==> config.mk <==
export PLATFORM = sky130hd
export DESIGN_NAME = jtag_tap_ctrl_flat
export DESIGN_NICKNAME = d
export VERILOG_FILES = /design/src/rtl/jtag_tap_pkg.sv /design/src/rtl/jtag_tap_ctrl_if.sv /design/src/rtl/jtag_tap_fsm.sv /design/src/rtl/jtag_tap_ctrl.sv /design/src/flat_wrapper.sv
export SDC_FILE = /design/constraint.sdc
export NUM_CORES = 1
export LEC_CHECK = 0
export ABC_AREA = 1
export BUFFER_PORTS_ARGS = -buffer_cell sky130_fd_sc_hd__buf_4
export CAP_MARGIN = 5
export CELL_PAD_IN_SITES_DETAIL_PLACEMENT = 1
export CELL_PAD_IN_SITES_GLOBAL_PLACEMENT = 2
export CORE_MARGIN = 5
export CORE_UTILIZATION = 23
export CTS_CLUSTER_DIAMETER = 150
export CTS_CLUSTER_SIZE = 12
export DETAILED_ROUTE_END_ITERATION = 6
export PLACE_DENSITY = 0.78
export SLEW_MARGIN = 40
export SYNTH_ARGS = -nofsm -noshare
export SYNTH_HDL_FRONTEND = slang
export SYNTH_HIERARCHICAL = 1
export SYNTH_SLANG_ARGS = --single-unit
==> constraint.sdc <==
create_clock -name tck -period 1.3 [get_ports tck]
set_input_delay 0 -clock tck [delete_from_list [all_inputs] [get_ports tck]]
set_output_delay 0 -clock tck [all_outputs]
set_load 0.03 [all_outputs]
==> src/rtl/jtag_tap_pkg.sv <==
// jtag_tap_pkg: TAP state encodings, instruction codes
// and the instruction-to-data-register decode helper.
package jtag_tap_pkg;

  typedef enum logic [3:0] {
    EX2_DR = 4'h0,
    EX1_DR = 4'h1,
    SH_DR  = 4'h2,
    PAU_DR = 4'h3,
    SEL_IR = 4'h4,
    UPD_DR = 4'h5,
    CAP_DR = 4'h6,
    SEL_DR = 4'h7,
    EX2_IR = 4'h8,
    EX1_IR = 4'h9,
    SH_IR  = 4'hA,
    PAU_IR = 4'hB,
    RTI    = 4'hC,
    UPD_IR = 4'hD,
    CAP_IR = 4'hE,
    TLR    = 4'hF
  } tap_state_e;

  localparam logic [7:0] IR_EXTEST = 8'h00;
  localparam logic [7:0] IR_SAMPLE = 8'h01;
  localparam logic [7:0] IR_INTEST = 8'h02;
  localparam logic [7:0] IR_IDCODE = 8'h03;

  typedef enum logic [1:0] {
    DR_BYP = 2'd0,
    DR_BSR = 2'd1,
    DR_ID  = 2'd2
  } dr_sel_e;

  // Unknown codes (and IDCODE without an ID register)
  // fall back to the one-bit bypass register.
  function automatic dr_sel_e dr_decode(
    input logic [7:0] code,
    input logic       id_en
  );
    dr_sel_e sel;
    sel = DR_BYP;
    if (code == IR_EXTEST || code == IR_SAMPLE ||
        code == IR_INTEST)
      sel = DR_BSR;
    else if (id_en && code == IR_IDCODE)
      sel = DR_ID;
    return sel;
  endfunction

endpackage

==> src/rtl/jtag_tap_ctrl_if.sv <==
// jtag_tap_ctrl_if: JTAG pins plus boundary-scan
// chain strobes between the TAP and its neighbours.
interface jtag_tap_ctrl_if #(
  parameter int IR_WIDTH = 4
);
  logic                tms;
  logic                tdi;
  logic                tdo;
  logic                tdo_en;
  logic                bsr_so;
  logic                bsr_si;
  logic                capture_en;
  logic                shift_dr;
  logic                update_en;
  logic                mode;
  logic                intest;
  logic [3:0]          tap_state;
  logic [IR_WIDTH-1:0] ir_out;

  modport master (
    output tms, tdi, bsr_so,
    input  tdo, tdo_en, bsr_si, capture_en,
    input  shift_dr, update_en, mode, intest,
    input  tap_state, ir_out
  );

  modport slave (
    input  tms, tdi, bsr_so,
    output tdo, tdo_en, bsr_si, capture_en,
    output shift_dr, update_en, mode, intest,
    output tap_state, ir_out
  );
endinterface

==> src/rtl/jtag_tap_fsm.sv <==
// jtag_tap_fsm: 16-state TAP state register and
// tms-driven next-state logic.
module jtag_tap_fsm
  import jtag_tap_pkg::*;
(
  input  logic       tck,
  input  logic       trst_n,
  input  logic       tms,
  output tap_state_e state,
  output tap_state_e nxt
);

  // State register; trst_n wins over tms.
  always_ff @(posedge tck) begin
    if (!trst_n) state <= TLR;
    else         state <= nxt;
  end

  // Standard TAP transition graph.
  always_comb begin
    nxt = state;
    unique case (state)
      TLR:    nxt = tms ? TLR    : RTI;
      RTI:    nxt = tms ? SEL_DR : RTI;
      SEL_DR: nxt = tms ? SEL_IR : CAP_DR;
      CAP_DR: nxt = tms ? EX1_DR : SH_DR;
      SH_DR:  nxt = tms ? EX1_DR : SH_DR;
      EX1_DR: nxt = tms ? UPD_DR : PAU_DR;
      PAU_DR: nxt = tms ? EX2_DR : PAU_DR;
      EX2_DR: nxt = tms ? UPD_DR : SH_DR;
      UPD_DR: nxt = tms ? SEL_DR : RTI;
      SEL_IR: nxt = tms ? TLR    : CAP_IR;
      CAP_IR: nxt = tms ? EX1_IR : SH_IR;
      SH_IR:  nxt = tms ? EX1_IR : SH_IR;
      EX1_IR: nxt = tms ? UPD_IR : PAU_IR;
      PAU_IR: nxt = tms ? EX2_IR : PAU_IR;
      EX2_IR: nxt = tms ? UPD_IR : SH_IR;
      UPD_IR: nxt = tms ? SEL_DR : RTI;
      default: nxt = TLR;
    endcase
  end

endmodule

==> src/rtl/jtag_tap_ctrl.sv <==
// jtag_tap_ctrl: TAP controller, IR, bypass/ID regs.
// Define JTAG_TAP_IDCODE_EN to build in the ID register.
module jtag_tap_ctrl
  import jtag_tap_pkg::*;
#(
  parameter int          IR_WIDTH   = 4,
  parameter logic [31:0] IDCODE_VAL = 32'h0000_0001
)(
  input logic tck,
  input logic trst_n,
  jtag_tap_ctrl_if.slave bus
);

  localparam logic [IR_WIDTH-1:0] IR_CAP =
    IR_WIDTH'(1);
  localparam logic [31:0] ID_WORD =
    IDCODE_VAL | 32'd1;
`ifdef JTAG_TAP_IDCODE_EN
  localparam logic ID_EN = 1'b1;
  localparam logic [IR_WIDTH-1:0] IR_RST =
    IR_WIDTH'(IR_IDCODE);
`else
  localparam logic ID_EN = 1'b0;
  localparam logic [IR_WIDTH-1:0] IR_RST = '1;
`endif

  tap_state_e          state;
  tap_state_e          nxt;
  logic [IR_WIDTH-1:0] ir_sh;
  logic [IR_WIDTH-1:0] ir_out;
  logic                byp;
  logic                id_lsb;
  logic [7:0]          code;
  dr_sel_e             dr_sel;
  logic                sel_bsr;
  logic                tdo;

  jtag_tap_fsm u_fsm (
    .tck    (tck),
    .trst_n (trst_n),
    .tms    (bus.tms),
    .state  (state),
    .nxt    (nxt)
  );

  // IR shifter and active instruction; entering TLR
  // restores the reset instruction with the state.
  always_ff @(posedge tck) begin
    if (!trst_n) begin
      ir_sh  <= '0;
      ir_out <= IR_RST;
    end else begin
      if (state == CAP_IR)
        ir_sh <= IR_CAP;
      else if (state == SH_IR)
        ir_sh <= {bus.tdi, ir_sh[IR_WIDTH-1:1]};
      if (nxt == TLR)
        ir_out <= IR_RST;
      else if (state == UPD_IR)
        ir_out <= ir_sh;
    end
  end

  // One-bit bypass register.
  always_ff @(posedge tck) begin
    if (!trst_n)
      byp <= 1'b0;
    else if (state == CAP_DR)
      byp <= 1'b0;
    else if (state == SH_DR)
      byp <= bus.tdi;
  end

`ifdef JTAG_TAP_IDCODE_EN
  logic [31:0] id_sh;

  // 32-bit identification shifter.
  always_ff @(posedge tck) begin
    if (!trst_n)
      id_sh <= '0;
    else if (state == CAP_DR)
      id_sh <= ID_WORD;
    else if (state == SH_DR)
      id_sh <= {bus.tdi, id_sh[31:1]};
  end

  assign id_lsb = id_sh[0];
`else
  assign id_lsb = ID_EN & ID_WORD[0];
`endif

  // Instruction decode; all from registered ir_out.
  always_comb begin
    code    = 8'(ir_out);
    dr_sel  = dr_decode(code, ID_EN);
    sel_bsr = (dr_sel == DR_BSR);
  end

  // Serial output mux; only live in the shift states.
  always_comb begin
    tdo = 1'b0;
    if (state == SH_IR) begin
      tdo = ir_sh[0];
    end else if (state == SH_DR) begin
      unique case (dr_sel)
        DR_BSR:  tdo = bus.bsr_so;
        DR_ID:   tdo = id_lsb;
        default: tdo = byp;
      endcase
    end
  end

  assign bus.tdo        = tdo;
  assign bus.tdo_en     = (state == SH_IR) ||
                          (state == SH_DR);
  assign bus.bsr_si     = bus.tdi;
  assign bus.capture_en = !((state == CAP_DR) &&
                            sel_bsr);
  assign bus.shift_dr   = (state == SH_DR) && sel_bsr;
  assign bus.update_en  = (state == UPD_DR) && sel_bsr;
  assign bus.mode       = (code == IR_EXTEST) ||
                          (code == IR_INTEST);
  assign bus.intest     = (code == IR_INTEST);
  assign bus.tap_state  = state;
  assign bus.ir_out     = ir_out;

endmodule

==> src/flat_wrapper.sv <==
// flat-port wrapper written by rule: the top's interface ports become plain ports
module jtag_tap_ctrl_flat import jtag_tap_pkg::*;
#(
  parameter int          IR_WIDTH   = 4,
  parameter logic [31:0] IDCODE_VAL = 32'h0000_0001
)
  (tck, trst_n, bus_tms, bus_tdi, bus_bsr_so, bus_tdo, bus_tdo_en, bus_bsr_si, bus_capture_en, bus_shift_dr, bus_update_en, bus_mode, bus_intest, bus_tap_state, bus_ir_out);
  jtag_tap_ctrl_if #(.IR_WIDTH(IR_WIDTH)) bus_i ();
  input logic tck;
  input logic trst_n;
  input wire logic [$bits(bus_i.tms)-1:0] bus_tms;
  input wire logic [$bits(bus_i.tdi)-1:0] bus_tdi;
  input wire logic [$bits(bus_i.bsr_so)-1:0] bus_bsr_so;
  output wire logic [$bits(bus_i.tdo)-1:0] bus_tdo;
  output wire logic [$bits(bus_i.tdo_en)-1:0] bus_tdo_en;
  output wire logic [$bits(bus_i.bsr_si)-1:0] bus_bsr_si;
  output wire logic [$bits(bus_i.capture_en)-1:0] bus_capture_en;
  output wire logic [$bits(bus_i.shift_dr)-1:0] bus_shift_dr;
  output wire logic [$bits(bus_i.update_en)-1:0] bus_update_en;
  output wire logic [$bits(bus_i.mode)-1:0] bus_mode;
  output wire logic [$bits(bus_i.intest)-1:0] bus_intest;
  output wire logic [$bits(bus_i.tap_state)-1:0] bus_tap_state;
  output wire logic [$bits(bus_i.ir_out)-1:0] bus_ir_out;
  assign bus_i.tms = bus_tms;
  assign bus_i.tdi = bus_tdi;
  assign bus_i.bsr_so = bus_bsr_so;
  assign bus_tdo = bus_i.tdo;
  assign bus_tdo_en = bus_i.tdo_en;
  assign bus_bsr_si = bus_i.bsr_si;
  assign bus_capture_en = bus_i.capture_en;
  assign bus_shift_dr = bus_i.shift_dr;
  assign bus_update_en = bus_i.update_en;
  assign bus_mode = bus_i.mode;
  assign bus_intest = bus_i.intest;
  assign bus_tap_state = bus_i.tap_state;
  assign bus_ir_out = bus_i.ir_out;
  jtag_tap_ctrl #(.IR_WIDTH(IR_WIDTH), .IDCODE_VAL(IDCODE_VAL)) u_core (.tck(tck), .trst_n(trst_n), .bus(bus_i));
endmodule
==> flow_summary_export.csv <==
group,metric,value,unit
clock_network,cts.sinks,13,
floorplan,start_util,23.8,%
synthesis,synth_seq_cells,13,
hold_path,hold_start,"bus_tms",
finish,stdcell_count,230,
sta,hold_viol,0,
synthesis,yosysTopAreaCell,"dfxtp_1",
drt,drt_wl_total,2850,µm
sta,rsz0062_at_grt,"yes",
synthesis,synth_cells,134,
finish,final_nets,190,
drt,drtIter0Drc,20,
clock_network,cts_buffers,3,
grt,grt_pass1_wl,4940,µm
synthesis,async_flop_share,0,%
synthesis,synth.area.top_cells,"dfxtp_1, nand2_1, nand3_1",
sta,tightest_slew,194,ps
hold_path,hold_class,"in2reg",
setup_path,worst_setup_path_start_kind,"register",
synthesis,yosysWarnings,6,
finish,drive_above_1_share,53.3,%
grt,grtUsageTotal,12.2,%
grt,antenna_found_initial,0,
setup_path,cpPeakStageDelay,380,ps
setup_path,path_cells,"inv_2, nand2_1, nor2_2, nor2_2, buf_4, buf_4, buf_4, buf_4, nand3_1",
finish,final_area,1410,µm²
synthesis,syn_area,801,µm²
synthesis,synth_top_flop_cell,"dfxtp_1",
setup_path,reg2regPathDepth,9,
power_and_ir_drop,p_per_area,1260,nW/µm²
synthesis,synth_common_cells,"nand2_1, nor2_1, nand3_1, inv_1, dfxtp_1",
placed_design,post-place-ws,-92.8,ps
setup_path,end_kind,"register",
setup_path,arrival,1550,ps
placed_design,io_buffers,20,
floorplan,ios,21,
setup_path,worst_path_most_repeated_cell,"buf_4",
synthesis,ys_seq_area_share,32.5,%
placed_design,dpl.cell_count,206,
sta,setup_viol,4,
sta,drv_slew,0,
setup_path,required,1510,ps
floorplan,row_count,21,
sta,slew_headroom,87.0,%
sta,fin_worst_skew,0.517,ps
setup_path,r2r_start,"u_core/u_fsm/state[0]",
flow_run,cap_violations,0,
finish,area_growth,76.4,%
clock_network,cts_buffer_depth,2,
placed_design,dpl.hpwl,1990,µm
hold_path,holdPathStages,3,
sta,min_period_over_period,103,%
synthesis,synth_top_area_share,32.5,%
placed_design,routabilityCongestion,0.909,
floorplan,fp.coreArea,3360,µm²
clock_network,clk_latency,270,ps
finish,utilization,42.0,%
hold_path,min_to,"u_core/u_fsm/state[1]",
sta,max_freq,744,MHz
grt,grt_pass1_vias,1082,
clock_network,htree_levels,1,
setup_path,crit_slowest_cell,"dfxtp_4",
placed_design,place_area,1080,µm²
floorplan,die_h,69.0,µm
clock_network,cts-root-buf,"clkbuf_4",
power_and_ir_drop,ir_worst_vdd,0.504,mV
drt,vias,1020,
finish,diodes,0,
status,status,"finished with violations",
sta,setup_ws,-43.6,ps
floorplan,die-area,4760,µm²
synthesis,synthDistinctLibCells,16,
clock_network,cts_tree,"yes",
synthesis,avgSynthCellArea,5.98,µm²
status,violations,"negative setup slack",
drt,firstDrtPassIters,4,
drt,post_drt_via_cell_ratio,4.43,
power_and_ir_drop,p_leak,0.687,nW
setup_path,worstSetupPathType,"reg2reg",
grt,grt_max_degree,8,
clock_network,clk_pin_slew,80,ps
drt,drc,0,
drt,wl_per_cell,12.4,µm
setup_path,r2r_end,"u_core/u_fsm/state[0]",
sta,hold_slack,39.0,ps
setup_path,critPathLaunch,"u_core/u_fsm/state[0]",
floorplan,die_x,69.0,µm
sta,min_period,1340,ps
synthesis,synth.most_common_cell,"nand2_1",
synthesis,synth-edff-count,0,
synthesis,synth_nets,139,
setup_path,crit_fanout,5,
setup_path,r2r_slack,-40,ps
drt,drtAntennaViolNets,0,
grt,grt_overflow,0,
worst max-delay path by stage:
| stage | end | slack (ps) |
|---|---|---|
| finish | u_core/u_fsm/state[0] | -40 |
| global route | u_core/bus.ir_out[3] | -150 |
| global placement | u_core/bus.ir_out[3] | -50 |
| floorplan | u_core/bus.ir_out[0] | 20 |
| CTS | bus_tdo | -40 |
| detailed placement | u_core/bus.ir_out[3] | -90 |
critical path: cells and delay by family (launching register included):
family | cells | cell delay [ps]
AND/OR/NAND/NOR | 4 | 310
flip-flops | 1 | 380
buffers and inverters | 5 | 600
routing by layer:
metal	vias to the layer above	share of wire, %	track usage (%)
met4	0	1.9	3.90
met1	490	42	15.5
met5	-	0	0
li1	511	-	-
met3	6	2.4	1.45
met2	13	54	21.3
cell families (layout without fill, tap and decap cells):
logic type,Yosys count,after routing,synth area share (%)
and+or+nand+nor,99,99,55.9
buffers and inverters,19,69,9.37
DFF,13,13,32.5
AOI/OAI and AO/OA,3,3,2.19
metrics by stage:
stage                     TNS, ps  power, W
final                       -97.3   0.00178
after global routing         -822   0.00193
after CTS                   -88.7   0.00166
after detailed placement     -287   0.00124
after global placement       -197   0.00123
after floorplan                 0  0.000990
final cells by class:
| class | instances | area, µm² |
|---|---|---|
| Sequential cell | 13 | 277 |
| Inverter | 18 | 75.1 |
| Tap cell | 46 | 57.6 |
| Timing Repair Buffer | 47 | 384 |
| Clock buffer | 4 | 26.3 |
| Multi-Input combinational cell | 102 | 593 |
| Fill cell | 439 | 1950 |
what timing repair did:
action / 4_1_cts / 5_1_grt
hold buffers: 2 / 0
endpoints found under the setup margin: 9 / 11
setup buffers: 13 / 5
gates cloned: 0 / 0
pin swaps: 7 / 13
gates resized for setup: 20 / 31
endpoints found under the hold margin: 5 / 0
state kept, by name, indices dropped and copies added, names as in the netlist:
| signal | count |
|---|---|
| u_core/byp | 1 |
| u_core/bus.ir_out | 4 |
| u_core/ir_sh | 4 |
| u_core/u_fsm/state | 4 |
report_power, final:
part / internal, W / switching, W
Clock: 0.000119 / 0.000129
Sequential: 0.000469 / 0.0000937
Combinational: 0.000418 / 0.000556
Total: 0.00101 / 0.000779
placed cells by master (no fill, tap or decap):
cell type	synthesis	layout
inv_4	0	3
nand3_2	0	4
dfxtp_2	0	1
nand4_1	1	1
nand3_1	18	14
dlygate4sd3_1	0	2
buf_6	0	7
nand2_4	0	2
nor3b_2	0	2
nand3b_1	1	1
nand2_2	3	15
dfxtp_4	0	4
nor2_1	24	15
nor2_2	1	4
o21ai_0	1	1
clkbuf_4	0	3
inv_1	14	10
clkbuf_1	0	1
dfxtp_1	13	8
buf_4	1	38
o21bai_1	1	1
nor2_4	4	10
inv_2	4	5
nand2_1	45	31
a21oi_1	1	1
No activity file was read; power rests on OpenSTA's default activity.
